[src/rtl/vxe_mem_req_arb_if.sv]
// Shared memory request channel bundle: per-client FIFO-read side plus the
// single downstream address/write-data channel.
interface vxe_mem_req_arb_if #(
  parameter int NCLI = 4
);
  logic [NCLI-1:0]    i_rqa_vld;
  logic [NCLI*44-1:0] i_rqa;
  logic [NCLI-1:0]    o_rqa_rd;
  logic [NCLI-1:0]    i_rqd_vld;
  logic [NCLI*72-1:0] i_rqd;
  logic [NCLI-1:0]    o_rqd_rd;
  logic               i_rqa_rdy;
  logic [43:0]        o_rqa;
  logic               o_rqa_wr;
  logic               i_rqd_rdy;
  logic [71:0]        o_rqd;
  logic               o_rqd_wr;
  logic               o_busy;

  modport slave (
    input  i_rqa_vld, i_rqa, i_rqd_vld, i_rqd, i_rqa_rdy, i_rqd_rdy,
    output o_rqa_rd, o_rqd_rd, o_rqa, o_rqa_wr, o_rqd, o_rqd_wr, o_busy
  );

  modport master (
    output i_rqa_vld, i_rqa, i_rqd_vld, i_rqd, i_rqa_rdy, i_rqd_rdy,
    input  o_rqa_rd, o_rqd_rd, o_rqa, o_rqa_wr, o_rqd, o_rqd_wr, o_busy
  );
endinterface

[src/rtl/vxe_mem_req_arb.sv]
// Round-robin arbiter sharing one memory request channel between NCLI clients;
// a write grant locks out other clients until its data beat has gone out.
// Optional per-client grant counters when VXE_MEM_REQ_ARB_STATS_EN is defined.
module vxe_mem_req_arb #(
  parameter int NCLI = 4,
  parameter int CW   = 2
) (
  input  logic                   clk,
  input  logic                   nrst,
  vxe_mem_req_arb_if.slave       bus
`ifdef VXE_MEM_REQ_ARB_STATS_EN
  ,
  input  logic                   i_stats_clr,
  output logic [NCLI*16-1:0]     o_grant_cnt
`endif
);
  localparam int AW = 44;
  localparam int DW = 72;

  typedef enum logic {ARB = 1'b0, WDAT = 1'b1} state_e;

  state_e        state_q, state_d;
  logic [CW-1:0] ptr_q, ptr_d;
  logic [CW-1:0] lock_q, lock_d;
  logic          found;
  logic [CW-1:0] win;
  logic [CW-1:0] idx;
  logic [AW-1:0] win_rqa;

  // Search starts one past the last winner, so the last winner is lowest priority.
  always_comb begin
    found = 1'b0;
    win   = '0;
    idx   = '0;
    for (int i = 1; i <= NCLI; i++) begin
      idx = CW'((int'(ptr_q) + i) % NCLI);
      if (!found && bus.i_rqa_vld[idx]) begin
        found = 1'b1;
        win   = idx;
      end
    end
  end

  assign win_rqa = bus.i_rqa[int'(win)*AW +: AW];

  always_comb begin
    state_d      = state_q;
    ptr_d        = ptr_q;
    lock_d       = lock_q;
    bus.o_rqa_rd = '0;
    bus.o_rqa_wr = 1'b0;
    bus.o_rqa    = '0;
    bus.o_rqd_rd = '0;
    bus.o_rqd_wr = 1'b0;
    bus.o_rqd    = '0;
    case (state_q)
      ARB: begin
        if (found && bus.i_rqa_rdy) begin
          bus.o_rqa_rd[win] = 1'b1;
          bus.o_rqa_wr      = 1'b1;
          bus.o_rqa         = win_rqa;
          ptr_d             = win;
          if (win_rqa[43]) begin
            lock_d  = win;
            state_d = WDAT;
          end
        end
      end
      WDAT: begin
        // Only the locked client's beat may go; early data from others waits.
        if (bus.i_rqd_vld[lock_q] && bus.i_rqd_rdy) begin
          bus.o_rqd_rd[lock_q] = 1'b1;
          bus.o_rqd_wr         = 1'b1;
          bus.o_rqd            = bus.i_rqd[int'(lock_q)*DW +: DW];
          state_d              = ARB;
        end
      end
      default: state_d = ARB;
    endcase
  end

  assign bus.o_busy = (state_q == WDAT) || (|bus.i_rqa_vld);

  always_ff @(posedge clk or negedge nrst) begin
    if (!nrst) begin
      state_q <= ARB;
      ptr_q   <= CW'(NCLI - 1);
      lock_q  <= '0;
    end else begin
      state_q <= state_d;
      ptr_q   <= ptr_d;
      lock_q  <= lock_d;
    end
  end

`ifdef VXE_MEM_REQ_ARB_STATS_EN
  for (genvar k = 0; k < NCLI; k++) begin : g_cnt
    logic [15:0] cnt_q;
    always_ff @(posedge clk or negedge nrst) begin
      if (!nrst)                                      cnt_q <= '0;
      else if (i_stats_clr)                           cnt_q <= '0;
      else if (bus.o_rqa_rd[k] && cnt_q != 16'hFFFF) cnt_q <= cnt_q + 16'd1;
    end
    assign o_grant_cnt[k*16 +: 16] = cnt_q;
  end
`endif
endmodule
[src/flat_wrapper.sv]
// flat-port wrapper written by rule: the top's interface ports become plain ports
module vxe_mem_req_arb_flat 
#(
  parameter int NCLI = 4,
  parameter int CW   = 2
)
  (clk, nrst, bus_i_rqa_vld, bus_i_rqa, bus_i_rqd_vld, bus_i_rqd, bus_i_rqa_rdy, bus_i_rqd_rdy, bus_o_rqa_rd, bus_o_rqd_rd, bus_o_rqa, bus_o_rqa_wr, bus_o_rqd, bus_o_rqd_wr, bus_o_busy);
  vxe_mem_req_arb_if #(.NCLI(NCLI)) bus_i ();
  input  logic clk;
  input  logic nrst;
  input wire logic [$bits(bus_i.i_rqa_vld)-1:0] bus_i_rqa_vld;
  input wire logic [$bits(bus_i.i_rqa)-1:0] bus_i_rqa;
  input wire logic [$bits(bus_i.i_rqd_vld)-1:0] bus_i_rqd_vld;
  input wire logic [$bits(bus_i.i_rqd)-1:0] bus_i_rqd;
  input wire logic [$bits(bus_i.i_rqa_rdy)-1:0] bus_i_rqa_rdy;
  input wire logic [$bits(bus_i.i_rqd_rdy)-1:0] bus_i_rqd_rdy;
  output wire logic [$bits(bus_i.o_rqa_rd)-1:0] bus_o_rqa_rd;
  output wire logic [$bits(bus_i.o_rqd_rd)-1:0] bus_o_rqd_rd;
  output wire logic [$bits(bus_i.o_rqa)-1:0] bus_o_rqa;
  output wire logic [$bits(bus_i.o_rqa_wr)-1:0] bus_o_rqa_wr;
  output wire logic [$bits(bus_i.o_rqd)-1:0] bus_o_rqd;
  output wire logic [$bits(bus_i.o_rqd_wr)-1:0] bus_o_rqd_wr;
  output wire logic [$bits(bus_i.o_busy)-1:0] bus_o_busy;
  assign bus_i.i_rqa_vld = bus_i_rqa_vld;
  assign bus_i.i_rqa = bus_i_rqa;
  assign bus_i.i_rqd_vld = bus_i_rqd_vld;
  assign bus_i.i_rqd = bus_i_rqd;
  assign bus_i.i_rqa_rdy = bus_i_rqa_rdy;
  assign bus_i.i_rqd_rdy = bus_i_rqd_rdy;
  assign bus_o_rqa_rd = bus_i.o_rqa_rd;
  assign bus_o_rqd_rd = bus_i.o_rqd_rd;
  assign bus_o_rqa = bus_i.o_rqa;
  assign bus_o_rqa_wr = bus_i.o_rqa_wr;
  assign bus_o_rqd = bus_i.o_rqd;
  assign bus_o_rqd_wr = bus_i.o_rqd_wr;
  assign bus_o_busy = bus_i.o_busy;
  vxe_mem_req_arb #(.NCLI(NCLI), .CW(CW)) u_core (.clk(clk), .nrst(nrst), .bus(bus_i));
endmodule
[config.mk]
export PLATFORM = sky130hd
export DESIGN_NAME = vxe_mem_req_arb_flat
export DESIGN_NICKNAME = d
export VERILOG_FILES = /design/src/rtl/vxe_mem_req_arb_if.sv /design/src/rtl/vxe_mem_req_arb.sv /design/src/flat_wrapper.sv
export SDC_FILE = /design/constraint.sdc
export NUM_CORES = 1
export LEC_CHECK = 0
export BUFFER_PORTS_ARGS = -buffer_cell sky130_fd_sc_hd__buf_2
export CAP_MARGIN = 20
export CORE_AREA = 5 5 232 234
export DETAILED_ROUTE_END_ITERATION = 8
export DIE_AREA = 0 0 237 239
export PLACE_DENSITY = 0.3
export SLEW_MARGIN = 10
export SYNTH_ARGS = -nofsm -noshare
export SYNTH_HDL_FRONTEND = slang
export SYNTH_SLANG_ARGS = --single-unit
[constraint.sdc]
create_clock -name clk -period 2.7 [get_ports clk]
set_input_delay 0.54 -clock clk [delete_from_list [all_inputs] [get_ports clk]]
set_output_delay 0.54 -clock clk [all_outputs]
set_load 0.05 [all_outputs]
==> results of run 1 <==
[cell type report]
class | instances | share of cell area [%]
Sequential cell | 5 | 1.244
Clock buffer | 4 | 0.7190
Timing Repair Buffer | 705 | 46.58
Inverter | 7 | 0.2397
Tap cell | 688 | 7.852
Multi-Input combinational cell | 356 | 43.32
Antenna cell | 2 | 0.04565
[state kept, by name, summed over array words and instances, names as in the netlist]
| register | count |
|---|---|
| u_core.ptr_q | 2 |
| u_core.lock_q | 2 |
| u_core.state_q | 1 |
[placed cells by master, fill, tap and decap left out, types with 2 or more instances in the layout]
master,synthesis,final
buf_6,2,47
o21ai_0,3,3
buf_2,13,524
mux2i_2,0,16
buf_16,0,10
mux2i_1,45,15
clkbuf_16,0,4
inv_1,5,5
dfstp_2,2,2
a21oi_2,1,2
nor3_1,6,4
dfrtp_4,0,2
o21ai_4,0,2
mux2i_4,0,14
inv_2,2,2
diode_2,0,2
a21o_1,2,2
nor2b_4,0,3
a211oi_1,50,5
buf_8,0,4
buf_12,6,56
o21a_1,2,2
nand2b_1,3,3
mux4_2,73,73
nor2b_2,0,5
nand2_1,4,4
a211oi_4,1,41
buf_4,0,63
a211oi_2,36,41
nor2b_1,42,34
and3_1,74,74
[worst max-delay path, delay by kind of cell, from the launching register on]
kind	cells	cell delay, ns
buffers and inverters	4	0.66
AOI/OAI and AO/OA	4	0.59
DFF	1	0.55
and+or+nand+nor	2	0.34
[cells by family after synthesis]
group,share of synthesized area [%]
AO/OA/AOI/OAI,21.95
multiplexers,47.60
buffers and inverters,8.815
flip-flops,2.900
AND/OR/NAND/NOR,18.74
[per-layer routing]
layer	part of all wire [%]	vias up	global-route usage, %	routed length, um
met4	1.9	10	2.571	725
met3	8.6	39	3.484	3351
met1	35	3238	13.79	13840
li1	-	3027	-	-
met5	0.18	-	0	69
met2	54	407	25.11	21190
[through the flow]
step	setup TNS, ns	cells
2_1_floorplan	-6.784	430
3_5_place_dp	-8.245	1747
5_1_grt	-12.61	1767
6_report	-8.581	1767
4_1_cts	-9.298	1762
3_3_place_gp	-7.340	1747
[where the power goes]
part	leakage [nW]	switching (mW)	internal (mW)
clock network	0.0382	0.0641	0.197
registers	0.0531	0.0472	0.136
logic	4.96	5.23	4.54
[final timing paths]
| kind | start | to | cells past startpoint |
|---|---|---|---|
| worst max-delay path | u_core.ptr_q[0] | bus_o_rqa[0] | 10 |
| worst min-delay path | nrst | u_core.lock_q[1] | 1 |
| worst max register to register | u_core.ptr_q[0] | u_core.lock_q[1] | 12 |
| worst min register to register | u_core.ptr_q[0] | u_core.ptr_q[0] | 3 |
| max in group asynchronous | nrst | u_core.ptr_q[0] | 1 |
| min in group clk | u_core.ptr_q[0] | u_core.ptr_q[0] | 3 |
[repair_timing]
item	4_1_cts	5_1_grt
cloned	5	1
pin swaps	25	20
setup endpoints to repair	79	50
gates resized for setup	169	52
buffers inserted	7	5
==> run_results.csv, run 1 <==
group,metric,value,unit
placed_design,placed_area,0.009662,mm^2
global_route,antenna_found_initial,14,
cells_and_area,multi_input_area,0.004750,mm^2
placed_design,gp_congestion,0.8833,
worst_setup_path,worst_setup_path_start_kind,"register",
pwr,p_total,10.22,mW
cells_and_area,num-nets-final,1554,
routing,vias,6721,
placed_design,pre_cts_slack,-0.2285,ns
worst_setup_path,cpPeakStageDelay,0.55,ns
die,fp.dieW,237,um
synth,synth_top_area_cell,"mux4_2",
synth,synth.distinct_cells,34,
cts,cts.path.max_buffers,2,
synth,synth_top_area_share,37.36,%
pwr,power.density,931.8,mW/mm^2
sta,fin_ws,-0.2654,ns
cts,cts_tree,"done",
worst_setup_path,path_cells,"nand2b_4 > o21ai_4 > a211oi_4 > buf_12 > buf_16 > buf_16 > and2b_1 > a211oi_2 > a211oi_2 > buf_6",
sta,finalCritPeriodShare,109.8,%
global_route,grt_use_total,12.83,%
die,die_area,0.05664,mm^2
sta,clock_skew,0.0006354,ns
sta,maxSlewHeadroom,46.93,%
worst_setup_path,critPathKind,"reg2out",
cts,h-tree-depth,1,
worst_setup_path,critPathRequiredTime,2.16,ns
synth,synth_common_cells,"74 x and3_1, 73 x mux4_2, 50 x a211oi_1",
cts,cts.sinks,5,
routing,ant_nets,0,
synth,syn_nets,906,
cells_and_area,stdcell_area,0.01096,mm^2
die,start_util,8.493,%
cts,clk_latency,0.24,ns
sta,whs,0.1509,ns
status,violations,"setup timing",
die,chipHeight,239,um
synth,syn_avg_cell_area,10.23,um^2
cells_and_area,syn2layout_area_growth,149.1,%
synth,synth.most_common_cell,"and3_1",
synth,synthArstFlopShare,100.0,%
die,coreArea,0.05181,mm^2
synth,synth-warning-count,0,
sta,hold_viol_final,0,
worst_hold_path,hold_path_class,"in2async",
global_route,grt_pass1_wl,53.81,mm
global_route,grt_pass1_vias,7435,
placed_design,placement.io_buffers,602,
die,pin_count,603,
routing,totalWireLength,39.18,mm
sta,worstMarginPinSlew,0.7877,ns
routing,routed_via_density,3.804,
cts,cts_buffers,3,
sta,max_freq,0.3372,GHz
sta,setup_viol,49,
synth,synth-seq-area-share,2.900,%
routing,drc,0,
global_route,overflow,0,
job,drv_cap,0,
sta,drv_slew,0,
synth,synth.area.top_cells,"mux4_2 37%, and3_1 11%, a211oi_2 10%, mux2i_1 10%, a211oi_1 8.5%",
synth,ys.flop_type,"dfrtp_1",
worst_setup_path,worstPathArrival,2.43,ns
worst_setup_path,critPathMaxFanout,13,
pwr,peakVddDrop,0.3831,mV
pwr,p_leak,5.047,nW
cells_and_area,drive_above_1_share,85.24,%
worst_setup_path,cp-end-kind,"output port",
synth,ys_ff_latch,5,
synth,synth-edff-count,0,
synth,syn_inst,430,
synth,mappedNetlistArea,0.004400,mm^2
worst_setup_path,r2r_slack,0.17,ns
status,run_status,"finished with violations",
worst_setup_path,cp_slowest_cell,"dfstp_2",
placed_design,hpwl,33.77,mm
die,rows,84,
cts,ctsHoldBuffers,0,
routing,drt_first_iter_violations,195,
routing,wl_per_cell,22.17,um
cts,cts_root_buf,"clkbuf_16",
sta,rsz0062_at_grt,"true",
global_route,grt_max_degree,78,
routing,first_pass_iters,4,
cells_and_area,regArea,136.4,um^2
cells_and_area,final_util,21.16,%
sta,fin_crit,2.965,ns
cts,clkSlewWorstSetupHoldPaths,0.04,ns
cells_and_area,fill_cells,5736,
Power figures use the tool's default switching activity.
==> run 2: changes to the inputs <==
Settings changed: ABC_AREA set to 1, CORE_AREA 5 5 232 234 to 5 5 231 233, DIE_AREA 0 0 237 239 to 0 0 236 238.
==> run 2 against run 1 <==
  * The flow still finishes with violations (setup timing)
  * Global-route usage rose by 0.62 points
  * Fmax rose by 1.7%
  * Core utilization rose by 2.4 points
  * Sequential power rose by 3%
  * Worst setup slack improved by 0.049 ns
  * First-iteration DRC count rose by 14%
==> run_results.csv, run 2 <==
group,metric,value,unit
sta,clock_skew,0.0005849,ns
status,violations,"setup timing",
synth,ys.flop_type,"dfrtp_1",
worst_setup_path,critPathMaxFanout,12,
cells_and_area,final_common_cell,"buf_2",
synth,synth-edff-count,0,
sta,setup_viol,80,
cts,clk_latency,0.23,ns
worst_setup_path,worst_setup_path_start_kind,"register",
placed_design,hpwl,34.07,mm
sta,whs,0.1335,ns
pwr,power_frac_seq,1.2,%
routing,wl_per_cell,20.45,um
sta,fin_ws,-0.2166,ns
routing,first_pass_iters,4,
synth,synth_top_area_cell,"nand2_1",
cells_and_area,layout_common_cells,"477 x buf_2, 227 x nand2_1, 96 x buf_6",
pwr,peakVddDrop,0.9576,mV
sta,rsz0062_at_grt,"true",
global_route,antenna_found_initial,2,
placed_design,pre_cts_slack,-0.1632,ns
worst_setup_path,worstReg2RegStart,"u_core.ptr_q[0]",
die,pin_count,603,
pwr,power.density,1342,mW/mm^2
synth,synth.most_common_cell,"nand2_1",
pwr,switching_power,9.386,mW
die,coreArea,0.05099,mm^2
placed_design,placement.io_buffers,602,
synth,synth.distinct_cells,25,
cells_and_area,num-nets-final,1888,
cts,cts.path.max_buffers,2,
worst_setup_path,r2r_end,"u_core.lock_q[0]",
worst_setup_path,worstPathArrival,2.38,ns
global_route,grt_pass1_vias,8696,
cts,cts_root_buf,"clkbuf_16",
global_route,grt_max_degree,73,
synth,ys_ff_latch,5,
cts,clkSlewWorstSetupHoldPaths,0.03,ns
routing,vias,8189,
die,die_area,0.05617,mm^2
sta,drv_slew,0,
routing,drc,0,
worst_setup_path,cp-end-kind,"output port",
routing,totalWireLength,42.76,mm
synth,synth-warning-count,0,
pwr,p_leak,5.294,nW
global_route,overflow,0,
synth,syn_inst,759,
synth,synth_common_cells,"276 x nand2_1, 94 x inv_1, 74 x a22oi_1",
routing,ant_nets,0,
cts,cts_buffers,3,
die,rows,83,
worst_setup_path,critPathKind,"reg2out",
sta,max_freq,0.3429,GHz
pwr,intPower,6.749,mW
cts,ctsHoldBuffers,0,
die,fp.dieW,236,um
synth,syn_avg_cell_area,5.119,um^2
cells_and_area,diodes,0,
sta,fin_crit,2.917,ns
cts,cts_tree,"done",
cells_and_area,fill_cells,5755,
synth,syn_nets,1235,
worst_hold_path,hold_path_class,"in2async",
placed_design,gp_congestion,0.8562,
global_route,grt_use_total,13.45,%
sta,finalCritPeriodShare,108.0,%
cells_and_area,reg.largest.list,"u_core.lock_q x2, u_core.ptr_q x2, u_core.state_q x1",
cts,h-tree-depth,1,
die,start_util,7.619,%
worst_setup_path,critPathRequiredTime,2.16,ns
status,run_status,"finished with violations",
synth,mappedNetlistArea,0.003885,mm^2
global_route,grt_pass1_wl,58.28,mm
die,chipHeight,238,um
sta,maxSlewHeadroom,65.72,%
routing,drt_first_iter_violations,223,
pwr,p_sw_share,58.17,%
sta,worstMarginPinSlew,0.5141,ns
synth,synthArstFlopShare,100.0,%
synth,synth_top_area_share,26.67,%
synth,synth-seq-area-share,3.285,%
pwr,p_comb_share,97.3,%
cts,cts.sinks,5,
worst_setup_path,r2r_slack,-0.17,ns
job,drv_cap,0,
sta,hold_viol_final,0,
pwr,clkPwrFrac,1.5,%
worst_setup_path,ff2ff_path_depth,22,
cells_and_area,drive_above_1_share,66.48,%
routing,routed_via_density,3.916,
cells_and_area,syn2layout_area_growth,209.6,%
pwr,p_total,16.13,mW
synth,synth.area.top_cells,"nand2_1 27%, a22oi_1 14%, a31oi_1 12%, inv_1 9.1%, o211ai_1 8.5%",
run 2: changes by cell type after synthesis, sizes merged, moves of 11 or more:
cell / delta
a211oi: -87
a21oi: +18
a22oi: +74
a31oi: +72
and3: -74
inv: +96
mux2i: -45
mux4: -73
nand2: +276
nand3: +11
nor2b: -42
o211ai: +44
o21ai: +38
o22ai: +21
run 2: what timing repair did:
item,4_1_cts,5_1_grt
cloned,4,18
buffers inserted,25,10
gates resized for setup,183,187
setup endpoints to repair,124,119
pin swaps,28,20
run 2: critical path: stages, from the launching register on:
cell and delay [ns]:
dfstp_2 0.61, inv_4 0.08, nand2_2 0.06, nand2_2 0.08, nand2_2 0.07, nand2_2 0.07, nand2_4 0.09, nand2_4 0.07
nand2_8 0.12, nand2_8 0.13, clkbuf_16 0.21, o211ai_1 0.25, a21oi_2 0.10, buf_6 0.17
run 2: how the worst max path moves through the flow:
stage,cells past startpoint,start,slack [ns],endpoint
6_report,13,u_core.ptr_q[0],-0.22,bus_o_rqa[19]
5_1_grt,12,u_core.ptr_q[0],-0.36,bus_o_rqa[17]
4_1_cts,14,u_core.ptr_q[0],-0.22,bus_o_rqa[17]
3_5_place_dp,12,u_core.ptr_q[0],-0.16,bus_o_rqa[14]
3_3_place_gp,15,bus_i_rqa_vld[0],-0.15,bus_o_rqa[14]
2_1_floorplan,10,u_core.lock_q[1],-0.08,bus_o_rqd_rd[0]
run 2: cell type report:
class                      instances  area (um^2)  area share (%)
inverter                         103        417.9           3.475
timing repair inverter             1        16.27          0.1352
multi-input combinational        587         4795           39.87
clock buffer                       4        78.83          0.6554
tap                              680        850.8           7.075
sequential                         5        130.1           1.082
timing repair buffer             711         5738           47.71
run 2: logic make-up after synthesis:
family                 after synthesis  share of synthesized area, %
flip-flops                           5                         3.285
buffers and inverters              170                         19.16
AO/OA/AOI/OAI                      277                         46.28
AND/OR/NAND/NOR                    307                         31.27
run 2: metal layers:
layer | GRT usage (%) | wire, um | vias up
met5 | 0 | 0 | -
met4 | 1.056 | 388 | 0
met3 | 3.479 | 3043 | 18
met2 | 27.24 | 23670 | 388
met1 | 14.48 | 15660 | 3829
li1 | - | - | 3954
run 2: power groups by stage:
| stage | sequential (mW) | clock (mW) | combinational (mW) |
|---|---|---|---|
| 2_1_floorplan | 0.151 | 0 | 7.99 |
| 3_3_place_gp | 0.175 | 0 | 11.7 |
| 3_5_place_dp | 0.179 | 0 | 11.7 |
| 4_1_cts | 0.186 | 0.251 | 13.7 |
| 5_1_grt | 0.198 | 0.262 | 16.7 |
| 6_report | 0.189 | 0.245 | 15.7 |
run 2: metrics by stage:
step	setup TNS, ns	util (%)	std cells	instance area, um^2
after floorplan	-0.7292	-	759	5241
after global placement	-2.274	19.68	2034	10030
after detailed placement	-3.378	19.68	2034	10030
after CTS	-8.008	21.63	2063	11030
after global routing	-19.34	23.59	2091	12030
final	-9.128	23.59	2091	12030
==> run 3: changes to the inputs <==
Settings changed: GPL_TIMING_DRIVEN set to 0.
==> run 3 against run 2 <==
  * The flow still finishes with violations (setup timing)
  * Sequential cell count unchanged
  * Fmax down 1.2%
  * Via count up 0.87%
  * Sequential power down 11%
  * Critical endpoint is now bus_o_rqa[0]
  * Largest cell class unchanged
  * Largest power group unchanged
==> run_results.csv, run 3 (synthesis gave the netlist of run 2 again) <==
group,metric,value,unit
status,run_status,"finished with violations",
status,violations,"setup timing",
pwr,p_leak,5.210,nW
pwr,switching_power,10.00,mW
sta,setup_viol,49,
routing,first_pass_iters,4,
routing,drc,0,
sta,final.setup.tns,-8.209,ns
cts,cts_buffers,3,
cts,cts.path.max_buffers,2,
global_route,grt_max_degree,13,
die,rows,83,
worst_setup_path,cp_slowest_cell,"dfstp_2",
die,chipHeight,238,um
cts,cts.sinks,5,
routing,ant_nets,0,
worst_setup_path,cp_common_cell,"nand2_2",
global_route,overflow,0,
sta,hold_viol_final,0,
cts,cts_tree,"done",
cells_and_area,drive_above_1_share,67.70,%
worst_hold_path,hold_path_class,"in2async",
global_route,grt_pass1_vias,9145,
worst_setup_path,worstPathArrival,2.41,ns
cells_and_area,layout_common_cells,"481 x buf_2, 228 x nand2_1, 92 x inv_1",
die,start_util,7.619,%
sta,fin_crit,2.952,ns
worst_setup_path,cp-end-kind,"output port",
routing,wl_per_cell,22.94,um
die,pin_count,603,
cells_and_area,reg.largest.list,"u_core.lock_q x2, u_core.ptr_q x2, u_core.state_q x1",
cts,clkSlewWorstSetupHoldPaths,0.03,ns
cts,ctsHoldBuffers,0,
global_route,antenna_found_initial,8,
die,fp.dieW,236,um
pwr,clkPwrFrac,1.4,%
cells_and_area,num-nets-final,1895,
sta,finalCritPeriodShare,109.3,%
cells_and_area,stdcell_area,0.01161,mm^2
pwr,power.density,1445,mW/mm^2
sta,drv_slew,0,
worst_setup_path,cpPeakStageDelay,0.52,ns
placed_design,placed_area,0.009105,mm^2
cells_and_area,final_common_cell,"buf_2",
cts,h-tree-depth,1,
global_route,grt_use_total,16.00,%
routing,drt_first_iter_violations,239,
sta,rsz0062_at_grt,"true",
pwr,p_comb_share,97.6,%
global_route,grt_pass1_wl,66.62,mm
worst_setup_path,critPathMaxFanout,8,
routing,vias,8260,
die,die_area,0.05617,mm^2
placed_design,gp_congestion,0.8816,
cts,cts_root_buf,"clkbuf_16",
pwr,peakVddDrop,0.7602,mV
worst_setup_path,path_cells,"buf_8 > inv_8 > nand2_2 > nand2_2 > nand2_2 > nand2_2 > inv_4 > nand2_4 > nand2_4 > nand2_8 > buf_12 > buf_12 > nand2_8 > o21ai_4 > o22ai_4 > buf_6",
sta,fin_ws,-0.2517,ns
die,coreArea,0.05099,mm^2
sta,worstMarginPinSlew,0.8418,ns
routing,totalWireLength,48.23,mm
pwr,intPower,6.783,mW
sta,maxSlewHeadroom,43.88,%
job,drv_cap,0,
cells_and_area,syn2layout_area_growth,199.0,%
worst_setup_path,worst_setup_path_start_kind,"register",
worst_setup_path,critPathRequiredTime,2.16,ns
sta,clock_skew,0.001190,ns
placed_design,placement.io_buffers,602,
placed_design,hpwl,40.51,mm
cts,clk_latency,0.22,ns
worst_setup_path,critPathKind,"reg2out",
pwr,p_sw_share,59.58,%
routing,routed_via_density,3.930,
pwr,power_frac_seq,1.0,%
sta,max_freq,0.3388,GHz
[run 3: final timing paths]
| path | from | endpoint | slack [ns] | depth (start not counted) |
|---|---|---|---|---|
| setup / recovery | u_core.ptr_q[0] | bus_o_rqa[0] | -0.25 | 16 |
| hold / removal | nrst | u_core.lock_q[1] | 0.13 | 1 |
| setup reg to reg | u_core.ptr_q[0] | u_core.lock_q[1] | 0.03 | 21 |
| hold reg to reg | u_core.state_q | u_core.state_q | 0.47 | 2 |
| max in group asynchronous | nrst | u_core.ptr_q[1] | 2.35 | 1 |
| min in group clk | u_core.state_q | u_core.state_q | 0.47 | 2 |
[run 3: final cells by class]
type                            instances  area [um^2]
Tap cell                              680        850.8
Multi-Input combinational cell        584         4856
Clock buffer                            4        78.83
Timing Repair Buffer                  658         4476
Buffer                                 64        784.5
Sequential cell                         5        128.9
Antenna cell                            4        10.01
Inverter                              103        430.4
Fill cell                            5832        39380
[run 3: stage by stage]
step / hold WS, ns / std cells / power (mW) / utilization, % / setup WS (ns)
after floorplan: 0.2444 / 759 / 8.139 / - / -0.08421
after global placement: 0.3739 / 2041 / 11.84 / 17.86 / -0.7006
after detailed placement: 0.3736 / 2041 / 11.81 / 17.86 / -0.7066
after CTS: 0.1354 / 2091 / 16.12 / 21.68 / -0.3281
after global routing: 0.1363 / 2100 / 17.79 / 22.77 / -0.3611
final: 0.1311 / 2102 / 16.78 / 22.78 / -0.2517
[run 3: routing by layer]
layer  wire [um]  vias up  GRT usage [%]
met3        3644       50          4.253
met2       25740      426          31.48
li1            -     3966              -
met1       17480     3812          16.93
met4        1334        6          3.695
met5          28        -              0
[run 3: power by group through the flow]
| stage | registers (mW) | logic (mW) | clock network, mW |
|---|---|---|---|
| finish | 0.169 | 16.4 | 0.242 |
| detailed placement | 0.160 | 11.6 | 0 |
| CTS | 0.165 | 15.7 | 0.250 |
| floorplan | 0.151 | 7.99 | 0 |
| global placement | 0.160 | 11.7 | 0 |
| global route | 0.174 | 17.4 | 0.257 |
[run 3: critical path, delay by kind of cell, from the launching register on]
family | cells | cell delay [ns]
buffers and inverters | 6 | 0.76
flip-flops | 1 | 0.52
AND/OR/NAND/NOR | 8 | 0.57
AO/OA/AOI/OAI | 2 | 0.28
[run 3: timing repair]
item,in CTS,in global routing
pin swaps,29,28
gates resized for setup,418,136
setup buffers,41,6
setup endpoints to repair,125,119
cloned,7,2
